## src/rtl/intc_pkg.sv

```systemverilog
// -----------------------------------------------------------------------------
// intc_pkg
//   Shared definitions for the interrupt controller and its CPU-side sequencer.
//   Holds the sequencer state encoding, the default timing constants and the
//   ISR address width that the intc wrapper also uses.
//   No ports (package).
// -----------------------------------------------------------------------------
package intc_pkg;

   localparam int INTC_DATA_WIDTH    = 32;
   localparam int DEF_TIMEOUT_CYCLES = 1024;
   localparam int DEF_GUARD_CYCLES   = 2;
   localparam int DEF_CNT_WIDTH      = 16;

   typedef enum logic [2:0] {
      ST_IDLE,
      ST_REQ,
      ST_ACK,
      ST_SERVICE,
      ST_GUARD
   } seq_state_t;

endpackage

```

## src/rtl/intc_irq_sequencer_if.sv

```systemverilog
// -----------------------------------------------------------------------------
// intc_irq_sequencer_if
//   Bundles the intc-facing and CPU-facing signals of the IRQ sequencer.
//   master : drives irq/isr_addr (intc side), cpu_int_en/cpu_take/cpu_iret
//            (CPU side) and err_clr (status register side); observes outputs.
//   slave  : the sequencer itself.
//   Signals:
//     irq, isr_addr      - level request and vector from intc_top
//     iack               - one-cycle acknowledge back to intc_top
//     cpu_int_en         - CPU global interrupt enable
//     cpu_int, cpu_vector- request and latched vector presented to the CPU
//     cpu_take, cpu_iret - CPU accept / return-from-interrupt
//     in_service         - high from ACK through SERVICE
//     timeout_err, err_clr - sticky REQ-timeout flag and its clear
//     served_count       - saturating count of acknowledged interrupts
// -----------------------------------------------------------------------------
interface intc_irq_sequencer_if
   import intc_pkg::*;
#(
   parameter int DATA_WIDTH = INTC_DATA_WIDTH,
   parameter int CNT_WIDTH  = DEF_CNT_WIDTH
);
   logic                  irq;
   logic [DATA_WIDTH-1:0] isr_addr;
   logic                  iack;
   logic                  cpu_int_en;
   logic                  cpu_int;
   logic [DATA_WIDTH-1:0] cpu_vector;
   logic                  cpu_take;
   logic                  cpu_iret;
   logic                  in_service;
   logic                  timeout_err;
   logic                  err_clr;
   logic [CNT_WIDTH-1:0]  served_count;

   modport master (
      output irq, isr_addr, cpu_int_en, cpu_take, cpu_iret, err_clr,
      input  iack, cpu_int, cpu_vector, in_service, timeout_err, served_count
   );

   modport slave (
      input  irq, isr_addr, cpu_int_en, cpu_take, cpu_iret, err_clr,
      output iack, cpu_int, cpu_vector, in_service, timeout_err, served_count
   );
endinterface

```

## src/rtl/intc_sat_counter.sv

```systemverilog
// -----------------------------------------------------------------------------
// intc_sat_counter
//   Up-counter that sticks at all-ones. Clear has priority over increment.
//   Ports:
//     clk     - rising-edge clock
//     rst_n   - synchronous active-low reset
//     i_clr   - synchronous clear to zero
//     i_inc   - count enable
//     o_count - current count
// -----------------------------------------------------------------------------
module intc_sat_counter #(
   parameter int WIDTH = 8
) (
   input  logic             clk,
   input  logic             rst_n,
   input  logic             i_clr,
   input  logic             i_inc,
   output logic [WIDTH-1:0] o_count
);
   logic [WIDTH-1:0] r_count;

   always_ff @(posedge clk) begin
      if (!rst_n || i_clr) begin
         r_count <= '0;
      end else if (i_inc && (r_count != '1)) begin
         r_count <= r_count + 1'b1;
      end
   end

   assign o_count = r_count;
endmodule

```

## src/rtl/intc_irq_sequencer.sv

```systemverilog
// -----------------------------------------------------------------------------
// intc_irq_sequencer
//   CPU-side controller for intc_top. Turns the intc irq/isr_addr level into a
//   handshaked CPU request, latches the vector, pulses iack for one cycle on
//   take, tracks in-service (no nesting), and enforces a guard interval after
//   iret so a stale irq is not retaken. Provides a REQ watchdog (sticky
//   timeout_err) and a saturating served-interrupt counter.
//   Ports:
//     clk   - rising-edge clock
//     rst_n - synchronous active-low reset
//     bus   - slave side of intc_irq_sequencer_if (all other signals)
//   All outputs are registered.
// -----------------------------------------------------------------------------
module intc_irq_sequencer
   import intc_pkg::*;
#(
   parameter int DATA_WIDTH     = INTC_DATA_WIDTH,
   parameter int TIMEOUT_CYCLES = DEF_TIMEOUT_CYCLES,
   parameter int CNT_WIDTH      = DEF_CNT_WIDTH,
   parameter int GUARD_CYCLES   = DEF_GUARD_CYCLES
) (
   input logic                  clk,
   input logic                  rst_n,
   intc_irq_sequencer_if.slave  bus
);
   localparam int TO_W = $clog2(TIMEOUT_CYCLES + 1);
   localparam int GD_W = $clog2(GUARD_CYCLES + 1);

   seq_state_t            r_state;
   logic                  r_cpu_int;
   logic                  r_iack;
   logic                  r_in_service;
   logic                  r_timeout_err;
   logic [DATA_WIDTH-1:0] r_cpu_vector;

   logic [TO_W-1:0]       w_to_cnt;
   logic [GD_W-1:0]       w_gd_cnt;
   logic [CNT_WIDTH-1:0]  w_served;
   logic                  w_in_req;
   logic                  w_in_guard;
   logic                  w_to_fire;
   logic                  w_guard_done;

   assign w_in_req   = (r_state == ST_REQ);
   assign w_in_guard = (r_state == ST_GUARD);

   // Counters hold zero outside their state, so they restart on every entry
   // and the count equals (cycles already spent in the state) - 1 at the
   // deciding edge.
   intc_sat_counter #(.WIDTH(TO_W)) u_to_cnt (
      .clk     (clk),
      .rst_n   (rst_n),
      .i_clr   (!w_in_req),
      .i_inc   (w_in_req),
      .o_count (w_to_cnt)
   );

   intc_sat_counter #(.WIDTH(GD_W)) u_gd_cnt (
      .clk     (clk),
      .rst_n   (rst_n),
      .i_clr   (!w_in_guard),
      .i_inc   (w_in_guard),
      .o_count (w_gd_cnt)
   );

   intc_sat_counter #(.WIDTH(CNT_WIDTH)) u_served_cnt (
      .clk     (clk),
      .rst_n   (rst_n),
      .i_clr   (1'b0),
      .i_inc   (r_state == ST_ACK),
      .o_count (w_served)
   );

   // Timeout only counts when neither take nor withdrawal applies this cycle.
   assign w_to_fire    = w_in_req && !bus.cpu_take && bus.irq && bus.cpu_int_en &&
                         (w_to_cnt == TO_W'(TIMEOUT_CYCLES - 1));
   assign w_guard_done = (w_gd_cnt == GD_W'(GUARD_CYCLES - 1));

   always_ff @(posedge clk) begin
      if (!rst_n) begin
         r_state       <= ST_IDLE;
         r_cpu_int     <= 1'b0;
         r_iack        <= 1'b0;
         r_in_service  <= 1'b0;
         r_timeout_err <= 1'b0;
         r_cpu_vector  <= '0;
      end else begin
         if (w_to_fire) begin
            r_timeout_err <= 1'b1;
         end else if (bus.err_clr) begin
            r_timeout_err <= 1'b0;
         end

         case (r_state)
            ST_IDLE: begin
               if (bus.irq && bus.cpu_int_en) begin
                  r_state      <= ST_REQ;
                  r_cpu_vector <= bus.isr_addr;
                  r_cpu_int    <= 1'b1;
               end
            end
            ST_REQ: begin
               if (bus.cpu_take) begin
                  r_state      <= ST_ACK;
                  r_cpu_int    <= 1'b0;
                  r_iack       <= 1'b1;
                  r_in_service <= 1'b1;
               end else if (!bus.irq || !bus.cpu_int_en || w_to_fire) begin
                  r_state   <= ST_IDLE;
                  r_cpu_int <= 1'b0;
               end
            end
            ST_ACK: begin
               r_state <= ST_SERVICE;
               r_iack  <= 1'b0;
            end
            ST_SERVICE: begin
               if (bus.cpu_iret) begin
                  r_state      <= ST_GUARD;
                  r_in_service <= 1'b0;
               end
            end
            ST_GUARD: begin
               if (w_guard_done) begin
                  r_state <= ST_IDLE;
               end
            end
            default: begin
               r_state      <= ST_IDLE;
               r_cpu_int    <= 1'b0;
               r_iack       <= 1'b0;
               r_in_service <= 1'b0;
            end
         endcase
      end
   end

   assign bus.cpu_int      = r_cpu_int;
   assign bus.iack         = r_iack;
   assign bus.in_service   = r_in_service;
   assign bus.timeout_err  = r_timeout_err;
   assign bus.cpu_vector   = r_cpu_vector;
   assign bus.served_count = w_served;
endmodule
```

## src/flat_wrapper.sv

```systemverilog
// flat-port wrapper written by rule: the top's interface ports become plain ports
module intc_irq_sequencer_flat import intc_pkg::*;
#(
   parameter int DATA_WIDTH     = INTC_DATA_WIDTH,
   parameter int TIMEOUT_CYCLES = DEF_TIMEOUT_CYCLES,
   parameter int CNT_WIDTH      = DEF_CNT_WIDTH,
   parameter int GUARD_CYCLES   = DEF_GUARD_CYCLES
)
  (clk, rst_n, bus_irq, bus_isr_addr, bus_cpu_int_en, bus_cpu_take, bus_cpu_iret, bus_err_clr, bus_iack, bus_cpu_int, bus_cpu_vector, bus_in_service, bus_timeout_err, bus_served_count);
  intc_irq_sequencer_if #(.DATA_WIDTH(DATA_WIDTH), .CNT_WIDTH(CNT_WIDTH)) bus_i ();
  input logic clk;
  input logic rst_n;
  input wire logic [$bits(bus_i.irq)-1:0] bus_irq;
  input wire logic [$bits(bus_i.isr_addr)-1:0] bus_isr_addr;
  input wire logic [$bits(bus_i.cpu_int_en)-1:0] bus_cpu_int_en;
  input wire logic [$bits(bus_i.cpu_take)-1:0] bus_cpu_take;
  input wire logic [$bits(bus_i.cpu_iret)-1:0] bus_cpu_iret;
  input wire logic [$bits(bus_i.err_clr)-1:0] bus_err_clr;
  output wire logic [$bits(bus_i.iack)-1:0] bus_iack;
  output wire logic [$bits(bus_i.cpu_int)-1:0] bus_cpu_int;
  output wire logic [$bits(bus_i.cpu_vector)-1:0] bus_cpu_vector;
  output wire logic [$bits(bus_i.in_service)-1:0] bus_in_service;
  output wire logic [$bits(bus_i.timeout_err)-1:0] bus_timeout_err;
  output wire logic [$bits(bus_i.served_count)-1:0] bus_served_count;
  assign bus_i.irq = bus_irq;
  assign bus_i.isr_addr = bus_isr_addr;
  assign bus_i.cpu_int_en = bus_cpu_int_en;
  assign bus_i.cpu_take = bus_cpu_take;
  assign bus_i.cpu_iret = bus_cpu_iret;
  assign bus_i.err_clr = bus_err_clr;
  assign bus_iack = bus_i.iack;
  assign bus_cpu_int = bus_i.cpu_int;
  assign bus_cpu_vector = bus_i.cpu_vector;
  assign bus_in_service = bus_i.in_service;
  assign bus_timeout_err = bus_i.timeout_err;
  assign bus_served_count = bus_i.served_count;
  intc_irq_sequencer #(.DATA_WIDTH(DATA_WIDTH), .TIMEOUT_CYCLES(TIMEOUT_CYCLES), .CNT_WIDTH(CNT_WIDTH), .GUARD_CYCLES(GUARD_CYCLES)) u_core (.clk(clk), .rst_n(rst_n), .bus(bus_i));
endmodule
```

## config.mk

```make
export PLATFORM = sky130hd
export DESIGN_NAME = intc_irq_sequencer_flat
export DESIGN_NICKNAME = d
export VERILOG_FILES = /design/src/rtl/intc_pkg.sv /design/src/rtl/intc_irq_sequencer_if.sv /design/src/rtl/intc_sat_counter.sv /design/src/rtl/intc_irq_sequencer.sv /design/src/flat_wrapper.sv
export SDC_FILE = /design/constraint.sdc
export NUM_CORES = 1
export LEC_CHECK = 0
export ABC_AREA = 0
export CAP_MARGIN = 20
export CORE_MARGIN = 1.5
export CORE_UTILIZATION = 50
export DETAILED_ROUTE_END_ITERATION = 10
export PLACE_DENSITY = 0.85
export SETUP_SLACK_MARGIN = 0.15
export SLEW_MARGIN = 5
export SYNTH_ARGS = -nofsm -noshare
export SYNTH_HDL_FRONTEND = slang
export SYNTH_SLANG_ARGS = --single-unit
```

## constraint.sdc

```tcl
create_clock -name clk -period 3.91 [get_ports clk]
set_input_delay 0.5865 -clock clk [delete_from_list [all_inputs] [get_ports clk]]
set_output_delay 0.5865 -clock clk [all_outputs]
set_load 0.01 [all_outputs]
```

==> out/results.md <==
| Result | Reported | Unit |
|---|---|---|
| Number of synthesized register bits | 68 | - |
| Max VDD drop | 0.283 | mV |
| Most frequently used flop master after synthesis | sky130_fd_sc_hd__dfxtp_1 | - |
| Count of flip-flops with a built-in enable after synthesis | 0 | - |
| Height of the die | 78.9 | um |
| Max stage delay on crit path | 0.64 | ns |
| Port buffer count | 90 | - |
| Worst-case clock buffer depth | 2 | - |
| Boundary Pins | 91 | - |
| Tightest Hold Check Type | reg2reg | - |
| Total clock buffers created by CTS | 9 | - |
| Power per Cell Area | 385 | mW/mm2 |
| Final routed wirelength across all metal layers | 7150 | um |
| R2R cell count | 5 | - |
| Cell chosen for the clock root | sky130_fd_sc_hd__clkbuf_8 | - |
| Layout fillers | 439 | - |
| Final sum of negative setup slack | 0 | ns |
| Number of clock sinks | 68 | - |
| Floorplan die area | 0.00623 | mm2 |
| CP top delay family | buffers and inverters | - |
| Count of synthesis-stage warnings from yosys | 0 | - |
| Global-route wire length before repair | 11600 | um |
| Vias | 2860 | - |
| Count of final setup violators | 0 | - |
| Avg Cell Area, Syn | 8.33 | um2 |
| Half-perimeter wire length after placement | 4730 | um |
| Crit path required time | 4.17 | ns |
| Clock insertion delay at the later pin of the skew report | 0.34 | ns |
| Result of the run | completed | - |
| RSZ-0062 raised after global routing | no | - |
| Met2 wire length | 3550 | um |
| Period utilization | 0.562 | - |
| Total number of placement rows | 27 | - |
| Setup repair bufs after CTS | 0 | - |
| Clock tree from TritonCTS | built | - |
| Per-cell routed wire length | 14.0 | um |
| Actual transition at the worst max-transition pin | 0.933 | ns |
| Worst path bufs/invs | 2 | - |
| Number of standard cells after synthesis | 346 | - |
| Worst setup SP type | primary input | - |
| Logic depth of the worst setup path including buffers | 4 | - |
| Max Fclk | 0.455 | GHz |
| Max-slew violation count | 0 | - |
| Post-cts sizing count | 0 | - |
| Crit path time final | 2.20 | ns |
| Overall power of the completed layout | 1560 | uW |
| H-Tree Level Count | 3 | - |
| Total gr overflow | 0 | - |
| Area occupied by multi-input gates | 0.00143 | mm2 |
| Storage cell area | 0.00136 | mm2 |
| Ant diodes | 0 | - |
| Die boundary width | 78.9 | um |
| Worst-path cell chain | clkdlybuf4s50_1, inv_2, or3_1, a21oi_1 | - |
| Largest net degree at the start of global routing | 55 | - |
| Reported max-cap violation count | 0 | - |
| Tot GR Track Use | 0.235 | - |
| Crit path arrival time | 2.46 | ns |
| Antenna viol nets, final | 0 | - |
| Placed Instance Area | 0.00380 | mm2 |
| Relative area change from synthesis to final layout | 41.0 | % |
| Final RePlAce weighted congestion | 0.809 | - |
| Post-Route M1 WL | 3100 | um |
| Number of antenna violations at the first check in global routing | 0 | - |
| Total leakage power | 0.00138 | uW |
| Post-route clock skew | 0.00788 | ns |
| Uppermost routed layer | met4 | - |
| Number of global-route vias before repair | 2593 | - |
| Highest fanout seen on the critical path | 54 | - |
| Clock slew seen by the registers of the worst setup and hold paths | 0.07 | ns |
| Master of the slowest instance on the critical path | sky130_fd_sc_hd__or3_1 | - |
| Slew margin rel. | 0.377 | - |
| Proportion of register bits with asynchronous set or reset after synthesis | 0 | - |
| Net total in the final layout | 476 | - |
| CP Class | in2reg | - |
| Fin area | 0.00406 | mm2 |
| Via density | 5.61 | - |
| Initial detailed-routing violation count | 154 | - |
| Number of search-and-repair iterations in the first detailed-routing pass | 4 | - |
| Synthesized area | 0.00288 | mm2 |
| Residual DRC | 0 | - |
| Met3 wire length | 304 | um |
| Type of destination of the critical path | flip-flop | - |
| Fraction of layout instances using a drive strength above 1 | 0.0662 | - |
| Mapped Nets | 389 | - |
| Hold buffer count at cts | 0 | - |
| Hold Path Cell Cnt | 2 | - |
| Count of final hold-check violations | 0 | - |
| Core footprint | 0.00554 | mm2 |
| Count of unique library cells instantiated by Yosys | 43 | - |
| Seq/Total Area, Yosys | 0.472 | - |
| Starting Density | 0.520 | - |
flip-flops by register name, indices dropped and copies added (netlist names):
| signal | count |
|---|---|
| u_core.bus.timeout_err | 1 |
| u_core.bus.cpu_int | 1 |
| u_core.u_served_cnt.o_count | 16 |
| u_core.bus.iack | 1 |
| u_core.bus.cpu_vector | 32 |
| u_core.r_state | 3 |
| u_core.bus.in_service | 1 |
| u_core.u_gd_cnt.o_count | 2 |
| u_core.u_to_cnt.o_count | 11 |
per-stage QoR:
stage / util / worst slack, ns / std cells / hold WS, ns
finish: 0.734 / 1.71 / 510 / 0.454
global route: 0.734 / 1.59 / 510 / 0.473
CTS: 0.727 / 1.52 / 508 / 0.455
detailed placement: 0.687 / 1.41 / 492 / 0.446
global placement: 0.687 / 1.47 / 492 / 0.440
floorplan: - / 2.10 / 346 / 0.457
tightest hold or removal path, delay by kind of cell, from the launching register on:
family          cells  cell delay (ns)
flops               1             0.31
simple gates        1             0.05
compound gates      1             0.05
power by group:
| group | internal, uW | leakage [uW] | total (uW) | switching (uW) |
|---|---|---|---|---|
| sequential | 716 | 0.000552 | 737 | 20.5 |
| clock | 375 | 0.000105 | 647 | 272 |
| combinational | 98.4 | 0.000728 | 179 | 80.6 |
| total | 1190 | 0.00138 | 1560 | 373 |
cell usage in the layout, fill, tap and decap left out, drive strengths merged, types with 3 or more instances in the layout:
master and instances:
clkdlybuf4s50 90, nand2 79, dfxtp 68, a21oi 57, o21ai 15, nor2 11, clkbuf 11, nand4 11
or3 10, nand3 9, or4 8, o31ai 6, nor3 6, inv 5, and4 4, and3 4
xor2 4, ha 4, a31oi 3, clkinvlp 3, o41ai 3
cells by family (layout without fill, tap and decap cells):
group	Yosys count	count (layout)	synth area share
AND/OR/NAND/NOR	153	153	0.270
AO/OA/AOI/OAI	92	92	0.184
flip-flops	68	68	0.472
buffers and inverters	22	114	0.0347
XOR/XNOR	5	5	0.0152
adder cells (fa/ha/maj)	4	4	0.0174
multiplexers	2	2	0.00695
synth_stat cells, drive strengths merged (2+ instances only):
library cell,count,area share
a21oi,57,0.099
nand2,79,0.10
buf,5,0.013
or3,10,0.022
nand4,11,0.031
nand3b,2,0.0052
or4,8,0.021
o21ai,15,0.026
a31oi,3,0.0065
inv,5,0.0065
o41ai,3,0.012
nor3,6,0.010
xor2,4,0.012
nand3,9,0.017
and4,4,0.012
and2,2,0.0043
o31ai,6,0.016
nor2b,2,0.0043
clkbuf,12,0.016
mux2i,2,0.0069
nand2b,2,0.0043
ha,4,0.017
dfxtp,68,0.47
nor2,11,0.014
o21a,2,0.0052
and3,4,0.0087
layout make-up:
class / instances / area share
multi-input combinational: 256 / 0.351
sequential: 68 / 0.335
timing repair buffer: 93 / 0.232
clock buffer: 10 / 0.0339
tap: 72 / 0.0222
clock inverter: 6 / 0.0216
inverter: 5 / 0.00462
layer usage:
layer	vias to the layer above	track usage
li1	1410	-
met1	1352	0.284
met2	82	0.392
met3	16	0.0483
met4	0	0.123
met5	-	0
path summary, 6_finish.rpt:
check	start	end	slack, ns
max	rst_n	u_core.u_to_cnt.o_count[5]	1.71
min	u_core.bus.cpu_vector[3]	u_core.bus.cpu_vector[3]	0.45
max reg2reg	u_core.r_state[1]	u_core.u_served_cnt.o_count[7]	1.77
min reg2reg	u_core.bus.cpu_vector[3]	u_core.bus.cpu_vector[3]	0.45
Power figures use the tool's default switching activity.
